**src/rtl/rom_pkg.sv**
```systemverilog
// Boot ROM window constants and the response-owner type shared by the
// arbiter, the range checker and the data-memory decoder.
package rom_pkg;

  localparam logic [31:0] ROM_BASE  = 32'hBFC0_0000;
  localparam int unsigned ROM_BYTES = 4096;

  typedef enum logic {
    REQ_IF = 1'b0,
    REQ_LS = 1'b1
  } requester_t;

endpackage : rom_pkg

```
**src/rtl/rom_range_chk.sv**
```systemverilog
// Combinational window and word-alignment check for a byte address.
// Shared with the data-memory decoder, so it has no knowledge of requesters.
module rom_range_chk #(
  parameter int unsigned                ADDRESS_WIDTH = 32,
  parameter logic [ADDRESS_WIDTH-1:0]   ROM_BASE      = rom_pkg::ROM_BASE,
  parameter int unsigned                ROM_BYTES     = rom_pkg::ROM_BYTES
) (
  input  logic [ADDRESS_WIDTH-1:0] addr,
  output logic                     in_range,
  output logic                     aligned,
  output logic                     err
);

  // One extra bit keeps the upper bound from wrapping near the top of memory.
  localparam logic [ADDRESS_WIDTH:0] BASE_X = {1'b0, ROM_BASE};
  localparam logic [ADDRESS_WIDTH:0] LAST_X = BASE_X + (ADDRESS_WIDTH+1)'(ROM_BYTES - 4);

  logic [ADDRESS_WIDTH:0] addr_x;

  assign addr_x   = {1'b0, addr};
  assign in_range = (addr_x >= BASE_X) && (addr_x <= LAST_X);
  assign aligned  = (addr[1:0] == 2'b00);
  assign err      = ~(in_range & aligned);

endmodule : rom_range_chk

```
**src/rtl/rom_arbiter.sv**
```systemverilog
// Shares the combinational boot-ROM read port between instruction fetch and
// the load unit: LS priority with a starvation limit, one-cycle responses.
module rom_arbiter
  import rom_pkg::*;
#(
  parameter int unsigned              DATA_WIDTH    = 32,
  parameter int unsigned              ADDRESS_WIDTH = 32,
  parameter logic [ADDRESS_WIDTH-1:0] ROM_BASE      = rom_pkg::ROM_BASE,
  parameter int unsigned              ROM_BYTES     = rom_pkg::ROM_BYTES,
  parameter int unsigned              STARVE_MAX    = 4
) (
  input  logic                     clk,
  input  logic                     rst_n,

  input  logic                     if_req,
  input  logic [ADDRESS_WIDTH-1:0] if_addr,
  input  logic                     if_flush,
  output logic                     if_gnt,
  output logic                     if_rvalid,
  output logic [DATA_WIDTH-1:0]    if_rdata,
  output logic                     if_err,

  input  logic                     ls_req,
  input  logic [ADDRESS_WIDTH-1:0] ls_addr,
  output logic                     ls_gnt,
  output logic                     ls_rvalid,
  output logic [DATA_WIDTH-1:0]    ls_rdata,
  output logic                     ls_err,

  output logic [ADDRESS_WIDTH-1:0] mem_a,
  input  logic [DATA_WIDTH-1:0]    mem_rd
);

  localparam int unsigned CNT_W = $clog2(STARVE_MAX + 1);
  localparam logic [CNT_W-1:0] CNT_MAX = CNT_W'(STARVE_MAX);

  logic [CNT_W-1:0]      starve_cnt_reg;
  logic                  force_if;

  logic                  chk_in_range;
  logic                  chk_aligned;
  logic                  chk_err;
  logic [DATA_WIDTH-1:0] rsp_data;

  logic                  rsp_valid_reg;
  requester_t            rsp_owner_reg;
  logic [DATA_WIDTH-1:0] if_rdata_reg;
  logic                  if_err_reg;
  logic [DATA_WIDTH-1:0] ls_rdata_reg;
  logic                  ls_err_reg;

  // Arbitration: LS wins unless IF has been passed over STARVE_MAX times.
  assign force_if = (starve_cnt_reg == CNT_MAX);
  assign ls_gnt   = ls_req & ~(force_if & if_req);
  assign if_gnt   = if_req & ~ls_gnt;
  assign mem_a    = ls_gnt ? ls_addr : if_addr;

  rom_range_chk #(
    .ADDRESS_WIDTH (ADDRESS_WIDTH),
    .ROM_BASE      (ROM_BASE),
    .ROM_BYTES     (ROM_BYTES)
  ) u_range_chk (
    .addr     (mem_a),
    .in_range (chk_in_range),
    .aligned  (chk_aligned),
    .err      (chk_err)
  );

  // Faulting accesses return zero so ROM contents never leak on an error.
  assign rsp_data = (chk_in_range & chk_aligned) ? mem_rd : '0;

  always_ff @(posedge clk or negedge rst_n) begin
    if (!rst_n) begin
      starve_cnt_reg <= '0;
    end else if (if_gnt) begin
      starve_cnt_reg <= '0;
    end else if (if_req && ls_gnt && (starve_cnt_reg != CNT_MAX)) begin
      starve_cnt_reg <= starve_cnt_reg + 1'b1;
    end
  end

  // Each side keeps its own data/err so rdata holds between responses.
  always_ff @(posedge clk or negedge rst_n) begin
    if (!rst_n) begin
      rsp_valid_reg <= 1'b0;
      rsp_owner_reg <= REQ_IF;
      if_rdata_reg  <= '0;
      if_err_reg    <= 1'b0;
      ls_rdata_reg  <= '0;
      ls_err_reg    <= 1'b0;
    end else begin
      rsp_valid_reg <= if_gnt | ls_gnt;
      if (ls_gnt) begin
        rsp_owner_reg <= REQ_LS;
        ls_rdata_reg  <= rsp_data;
        ls_err_reg    <= chk_err;
      end else if (if_gnt) begin
        rsp_owner_reg <= REQ_IF;
        if_rdata_reg  <= rsp_data;
        if_err_reg    <= chk_err;
      end
    end
  end

  // Flush masks only the response already in flight, never a new grant.
  assign if_rvalid = rsp_valid_reg & (rsp_owner_reg == REQ_IF) & ~if_flush;
  assign ls_rvalid = rsp_valid_reg & (rsp_owner_reg == REQ_LS);
  assign if_rdata  = if_rdata_reg;
  assign if_err    = if_err_reg;
  assign ls_rdata  = ls_rdata_reg;
  assign ls_err    = ls_err_reg;

endmodule : rom_arbiter

```
**config.mk**
```make
export PLATFORM = sky130hd
export DESIGN_NAME = rom_arbiter
export DESIGN_NICKNAME = d
export VERILOG_FILES = /design/src/rtl/rom_pkg.sv /design/src/rtl/rom_range_chk.sv /design/src/rtl/rom_arbiter.sv
export SDC_FILE = /design/constraint.sdc
export NUM_CORES = 1
export LEC_CHECK = 0
export ABC_AREA = 1
export CORE_UTILIZATION = 53
export CTS_CLUSTER_SIZE = 25
export DETAILED_ROUTE_END_ITERATION = 8
export DONT_BUFFER_PORTS = 1
export PLACE_DENSITY = 0.67
export SYNTH_ARGS = -nofsm -noshare
export SYNTH_HDL_FRONTEND = slang
export SYNTH_HIERARCHICAL = 1
export SYNTH_SLANG_ARGS = --single-unit
```
**constraint.sdc**
```tcl
create_clock -name clk -period 3.4 [get_ports clk]
set_input_delay 1.02 -clock clk [delete_from_list [all_inputs] [get_ports clk]]
set_output_delay 1.02 -clock clk [all_outputs]
set_load 0.1 [all_outputs]
```
# == Word level (Yosys, flattened, before mapping) ==
# Cells that the tools add are included.
# op_classes
addsub,1
magnitude_cmp,2
eq_ne,2
mux,6
bitwise_logic,13
n_reduce_logical,7
# ops
cell,n
two-way mux 32 bit,2
">= comparator 32 bit, second input constant",1
"less-or-equal comparator 32 bit, second input constant",1
AND 1 bit,7
two-way mux 3 bit,2
NOT 1 bit,5
nonzero test 2 bit,2
"adder 3 x 1 -> 3 bit, second input constant",1
"equality test 3 bit, second input constant",1
logical AND 1 bit,3
"!= test 3 bit, second input constant",1
zero test 2 bit,1
two-way mux 1 bit,2
AND reduction 2 bit,1
bitwise OR 1 bit,1
# totals
reg_bits,71
input_bits,101
out_inout_bits,102
wordCells,38

# == Depth between registers and ports, before layout ==
# Gate-level depths: netlist (run 1).
# logic_depth
depth_word,9
ltp_mapped,20
ltp_nobuf,17

# == Hierarchy ==
# The synthesis (run 1) kept the hierarchy.
# by_module_without_submodules
module,n_inst,cells_each,area_each_um2
rom_arbiter,1,480,3413.3
rom_range_chk,1,43,175.2

# == Worst setup path after synthesis (run 1) ==
# OpenSTA, ideal clock, no wires.
# synth_timing
path_type,input to register
startpoint,in if_req
endpoint,reg if_rdata_reg[0] (netlist: if_rdata[0])
setup_time_ps,67
arrival_time_ps,4131
path_slack_ps,-798
cell_stages,16
path_buffers,2
path_cell_list,nand3_1 -> nand2_2 -> inv_2 -> clkbuf_1 -> nand2_1 -> nand2_1 -> nand2_1 -> nor2_1 -> and2_1 -> nand3_1 -> nor2_1 -> nand2_1 -> buf_1 -> nor2_1 -> nand2_1 -> nand2_1
# synth_via
elab_chain_cells,8
# synth_rtl
element,line,source
start: declaration,rom_arbiter.sv:15,"input logic if_req,"
AND 1 bit *,rom_arbiter.sv:54,assign ls_gnt = ls_req & ~(force_if & if_req);
NOT 1 bit *,rom_arbiter.sv:54,
AND 1 bit *,rom_arbiter.sv:54,
via ls_gnt,rom_arbiter.sv:25,"output logic ls_gnt,"
two-way mux 32 bit *,rom_arbiter.sv:56,assign mem_a = ls_gnt ? ls_addr : if_addr;
via mem_a[27],rom_arbiter.sv:30,"output logic [ADDRESS_WIDTH-1:0] mem_a,"
>= comparator 32 bit or less-or-equal comparator 32 bit (tied branches),rom_range_chk.sv:21,assign in_range = (addr_x >= BASE_X) && (addr_x <= LAST_X);
logical AND 1 bit *,rom_range_chk.sv:21,
via chk_in_range,rom_arbiter.sv:40,logic chk_in_range;
AND 1 bit *,rom_arbiter.sv:70,assign rsp_data = (chk_in_range & chk_aligned) ? mem_rd : '0;
two-way mux 32 bit *,rom_arbiter.sv:70,
end signal: assignment,rom_arbiter.sv:99,if_rdata_reg <= rsp_data;
end: declaration,rom_arbiter.sv:47,logic [DATA_WIDTH-1:0] if_rdata_reg;
# Mark *: on every way through the listed nets, which the timed path passes. The rest lies on a longest branch.
# A chain may end at the register's enable or synchronous reset.

# == Final worst setup path (run 1) ==
# layout_timing
startpoint,in if_req
endpoint,out mem_a[0]
# layout_via
elab_chain_cells,4
# layout_rtl
element,line
AND 1 bit,rom_arbiter.sv:54
NOT 1 bit,rom_arbiter.sv:54
AND 1 bit,rom_arbiter.sv:54
two-way mux 32 bit,rom_arbiter.sv:56
end: declaration,rom_arbiter.sv:30
# No other way between the ends.

==> results.cfg, run 1 <==
[status]
status = finished with violations
violations = design-rule violations

[die]
core_mm2 = 0.00646
pin_count = 203
chipWidth_um = 84.3
dieArea_mm2 = 0.00710
die_h_um = 84.3
core.rowCount = 29
start_util_pct = 55.6

[final_layout]
drive_gt1_share_pct = 15.0
final_net_count = 659
syn2layout_area_growth_pct = 19.5
antenna_cells = 0
fillers = 584

[timing]
skew_ps = 8.04
relSlewSlack_pct = 36.0
slew_viol_final = 0
worst_pin_slew_ps = 960
min_period_ps = 3150
setup_viol = 0
fin_crit_sh_pct = 92.7
setup_tns_ps = 0
fmax_ghz = 0.317
finalHoldViolCount = 0
rsz0062_at_grt = no

[clock_tree]
postCtsSetupBuffers = 0
cts-buffers-inserted = 9
cts_resized = 0
cts_sinks = 71
cts_tree = yes
clock_latency_ps = 330
cts.path.max_buffers = 2
clk_pin_slew_ps = 80
cts_root_buf = clkbuf_8
hold_buffers = 0
h-tree-depth = 3

[synthesis]
synth_cell_type_count = 20
syn_nets = 626
syn_avg_cell_area_um2 = 6.86
yosys_warnings = 6
synth-seq-cells = 71
synthCells = 523
ys_seq_area_share_pct = 49.5
syn_area_mm2 = 0.00359

[global_route]
first_global_vias = 3110
grt.overflow.total = 0
grt_pass1_wl_mm = 15.0
track_usage_pct = 27.1
grt_max_degree = 72
antenna_found_initial = 0

[placed_design]
gp_congestion = 0.818
portBuffers = 0
hpwl_mm = 6.75

[critical_path]
worstReg2RegStart = starve_cnt_reg[0]$_DFFE_PN0P_
start_kind = primary input
arrival_ps = 2130
required_ps = 2380
path_class = primary input to output pin
r2r_cells = 18
worst_r2r_endpoint = if_rdata[4]$_DFFE_PN0P_
crit_path_end_kind = output pin
cp_max_fo = 36
rrSetupSlack_ps = 740

[routing]
first_pass_iters = 6
viasPerCell = 5.03
drt_iter0_drc = 200
wire_per_inst_um = 14.7
wirelength_mm = 9.35
drc = 25
ant_nets = 0
via_count = 3210

[flow_run]
cap_violations = 0

[power]
vdd_drop_max_v = 0.000321
total_leakage_power_nw = 2.61
powerDensity_mw_per_mm2 = 497
power_w = 0.00213

[worst_hold_path]
hold_path_class = primary input to async pin
[layout by cell type (no fill, tap or decap), types with 2 or more instances in the layout]
master,instances
nand2_1,299
dfrtp_1,71
inv_1,48
nor2_1,43
buf_4,32
nand2_2,20
buf_12,13
clkbuf_8,9
nand3_1,4
nand4_1,3
a21oi_1,2
o21ai_0,2
ha_1,2
clkinvlp_4,2
[per-layer routing]
layer | share of wire [%] | wire length, um | vias to the layer above | global-route usage, %
met4 | 2.1 | 196 | 0 | 10.5
met3 | 7.9 | 739 | 16 | 8.16
li1 | - | - | 1595 | -
met5 | 0 | 0 | - | 0
met2 | 49 | 4540 | 126 | 45.8
met1 | 41 | 3870 | 1473 | 32.8
[cell usage after synthesis, drive strengths merged]
cell type | instances | area, um^2
a21oi | 3 | 26.3
and2 | 1 | 6.26
buf | 19 | 129
clkbuf | 4 | 15.0
dfrtp | 71 | 1780
ha | 2 | 25.0
inv | 49 | 184
nand2 | 319 | 1200
nand3 | 4 | 20.0
nand4 | 3 | 18.8
nor2 | 44 | 165
o21ai | 2 | 10.0
or2 | 2 | 12.5
[power by group]
part	switching, W	internal (W)
combinational	0.000442	0.000138
sequential	0.0000317	0.000854
clock	0.000322	0.000344
total	0.000796	0.00134
[cell type report]
cell class / count / area [um^2] / share of cell area, %
sequential: 71 / 1780 / 41.4
inverter: 49 / 184 / 4.29
clock inverter: 6 / 70.1 / 1.63
tap: 77 / 96.3 / 2.25
timing repair buffer: 45 / 500 / 11.7
multi-input combinational: 380 / 1530 / 35.8
clock buffer: 10 / 128 / 2.98
[worst max-delay path, stage by stage]
cell and delay, ps:
nand3_1 80, nand2_2 70, inv_2 410, nand2_1 150, nand2_2 100, buf_4 290
[per-stage QoR]
stage	hold slack (ps)	setup WS, ps	instance area, um^2	std cells	util (%)
detailed placement	556	249	4090	622	63.3
global placement	537	302	4090	622	63.3
CTS	358	246	4290	638	66.4
floorplan	516	1.81	3640	523	-
finish	375	247	4290	638	66.4
global route	347	105	4290	638	66.4
[worst max-delay path by stage]
| stage | to | startpoint | slack [ps] | cells past startpoint |
|---|---|---|---|---|
| global placement | mem_a[0] | if_req | 300 | 6 |
| global route | mem_a[0] | starve_cnt_reg[0]$_DFFE_PN0P_ | 110 | 8 |
| detailed placement | mem_a[29] | if_req | 250 | 6 |
| floorplan | if_rdata[0]$_DFFE_PN0P_ | if_req | 2 | 17 |
| finish | mem_a[0] | if_req | 250 | 6 |
| CTS | mem_a[0] | if_req | 250 | 6 |
[kinds of logic (layout without fill, tap and decap cells)]
group / after synthesis / count (layout) / synth area share (%)
AOI/OAI and AO/OA: 5 / 5 / 1.01
DFF: 71 / 71 / 49.5
buffers and inverters: 72 / 110 / 9.13
adders and majority gates: 2 / 2 / 0.697
and+or+nand+nor: 373 / 373 / 39.6
(Power assumes the default switching activity.)
==> inputs of run 2 (changes only) <==
Settings changed: PLACE_DENSITY 0.67 to 0.78, REMOVE_ABC_BUFFERS from default to 1.
==> results.cfg, run 2 (synthesis gave the netlist of run 1 again) <==
[clock_tree]
cts.path.max_buffers = 2
h-tree-depth = 3
cts_tree = yes
hold_buffers = 0
clock_latency_ps = 340
cts_sinks = 71
cts_resized = 0
cts_root_buf = clkbuf_8
postCtsSetupBuffers = 0
cts-buffers-inserted = 9
clk_pin_slew_ps = 70

[critical_path]
arrival_ps = 2000
cpMaxStageDelayCell = buf_4
crit_top_cell = nand2_1
worst_r2r_endpoint = if_rdata[0]$_DFFE_PN0P_
r2r_cells = 17
worstReg2RegStart = starve_cnt_reg[0]$_DFFE_PN0P_
rrSetupSlack_ps = 770
crit_path_end_kind = output pin
cp-endpoint = mem_a[25]
worstPathCellList = nand3_1, nand2_2, buf_12, nand2_1, nand2_1, buf_4
cp_max_fo = 68
required_ps = 2380
start_kind = primary input
critical_path.max_stage_delay_ps = 300
path_class = primary input to output pin
startpoint = if_req

[routing]
first_pass_iters = 7
wire_per_inst_um = 14.3
ant_nets = 0
wirelength_mm = 9.04
drc = 18
viasPerCell = 5.08
drt_iter0_drc = 224
via_count = 3223

[final_layout]
layout_commonest_cell = nand2_1
final_net_count = 656
syn2layout_area_growth_pct = 18.6
final_cell_mix = nand2_1, dfrtp_1, inv_1
antenna_cells = 0
drive_gt1_share_pct = 11.0
fillers = 547

[power]
powerDensity_mw_per_mm2 = 502
power_w = 0.00213
vdd_drop_max_v = 0.000313
total_leakage_power_nw = 2.61

[global_route]
track_usage_pct = 26.3
grt_pass1_wl_mm = 14.4
antenna_found_initial = 0
grt_max_degree = 72
grt.overflow.total = 0
first_global_vias = 2975

[timing]
skew_ps = 9.04
slew_viol_final = 0
fin_crit_sh_pct = 88.7
worst_pin_slew_ps = 963
setup_viol = 0
relSlewSlack_pct = 35.8
finalHoldViolCount = 0
rsz0062_at_grt = no
min_period_ps = 3020
setup_ws_ps = 383
fmax_ghz = 0.331
hold_ws_ps = 366

[placed_design]
portBuffers = 0
gp_congestion = 0.858
preCtsSetupSlack_ps = 405
hpwl_mm = 6.53

[flow_run]
cap_violations = 0

[die]
core.rowCount = 29
chipWidth_um = 84.3
dieArea_mm2 = 0.00710
start_util_pct = 55.6
core_mm2 = 0.00646
die_h_um = 84.3
pin_count = 203

[worst_hold_path]
hold_path_class = primary input to async pin

[status]
status = finished with violations
violations = design-rule violations
-- run 2: cell types whose count changed in the layout (fill, tap and decap cells not counted), moves of 2 or more --
cell	before	now
buf_4	32	26
nand2_1	299	318
buf_12	13	16
nand2_2	20	1
clkbuf_8	9	11
-- run 2: layer usage --
layer  track usage (%)  vias to the layer above  share of wire, %
met4              9.25                        0               1.7
met3              9.34                       15                10
met5                 0                        -                 0
met2              40.0                      151                46
met1              34.9                     1469                42
li1                  -                     1588                 -
-- run 2: layout make-up --
cell class                      instances  area (um^2)  share of cell area [%]
Tap cell                               77         96.3                    2.26
Clock inverter                          3         42.5                   0.999
Timing Repair Buffer                   42          515                    12.1
Multi-Input combinational cell        380         1490                    34.9
Sequential cell                        71         1780                    41.7
Clock buffer                           12          155                    3.64
Inverter                               49          184                    4.32
-- run 2: through the flow --
stage / TNS, ps / util, % / instance area, um^2 / cells
finish: 0 / 65.9 / 4260 / 634
detailed placement: 0 / 62.8 / 4060 / 619
global placement: 0 / 62.8 / 4060 / 619
floorplan: -127800 / - / 3440 / 500
global route: 0 / 65.9 / 4260 / 634
CTS: 0 / 65.9 / 4260 / 634
-- run 2: where the power goes --
group	leakage (nW)	internal (W)	switching (W)	total (W)
clock network	0.0985	0.000374	0.000300	0.000674
registers	0.977	0.000855	0.0000317	0.000886
logic	1.53	0.000139	0.000435	0.000574
total	2.61	0.00137	0.000767	0.00213
-- run 2: worst max-delay path: cells and delay by family --
| family | cells | cell delay (ps) |
|---|---|---|
| buffers and inverters | 2 | 560 |
| and+or+nand+nor | 4 | 380 |
-- run 2: worst min-delay path by stage --
stage	to	slack (ps)	depth (start not counted)
after global placement	rsp_owner_reg$_DFFE_PN0P_	540	2
after floorplan	rsp_owner_reg$_DFFE_PN0P_	520	2
final	ls_rdata[31]$_DFFE_PN0N_	370	0
after detailed placement	rsp_owner_reg$_DFFE_PN0P_	550	2
after global routing	ls_rdata[31]$_DFFE_PN0N_	340	0
after CTS	ls_rdata[31]$_DFFE_PN0N_	350	0
==> inputs of run 3 (changes only) <==
Settings changed: CAP_MARGIN from default to 5.
==> results of run 3 <==
Same layout as run 2: the final DEF is identical, and so are final timing and power.
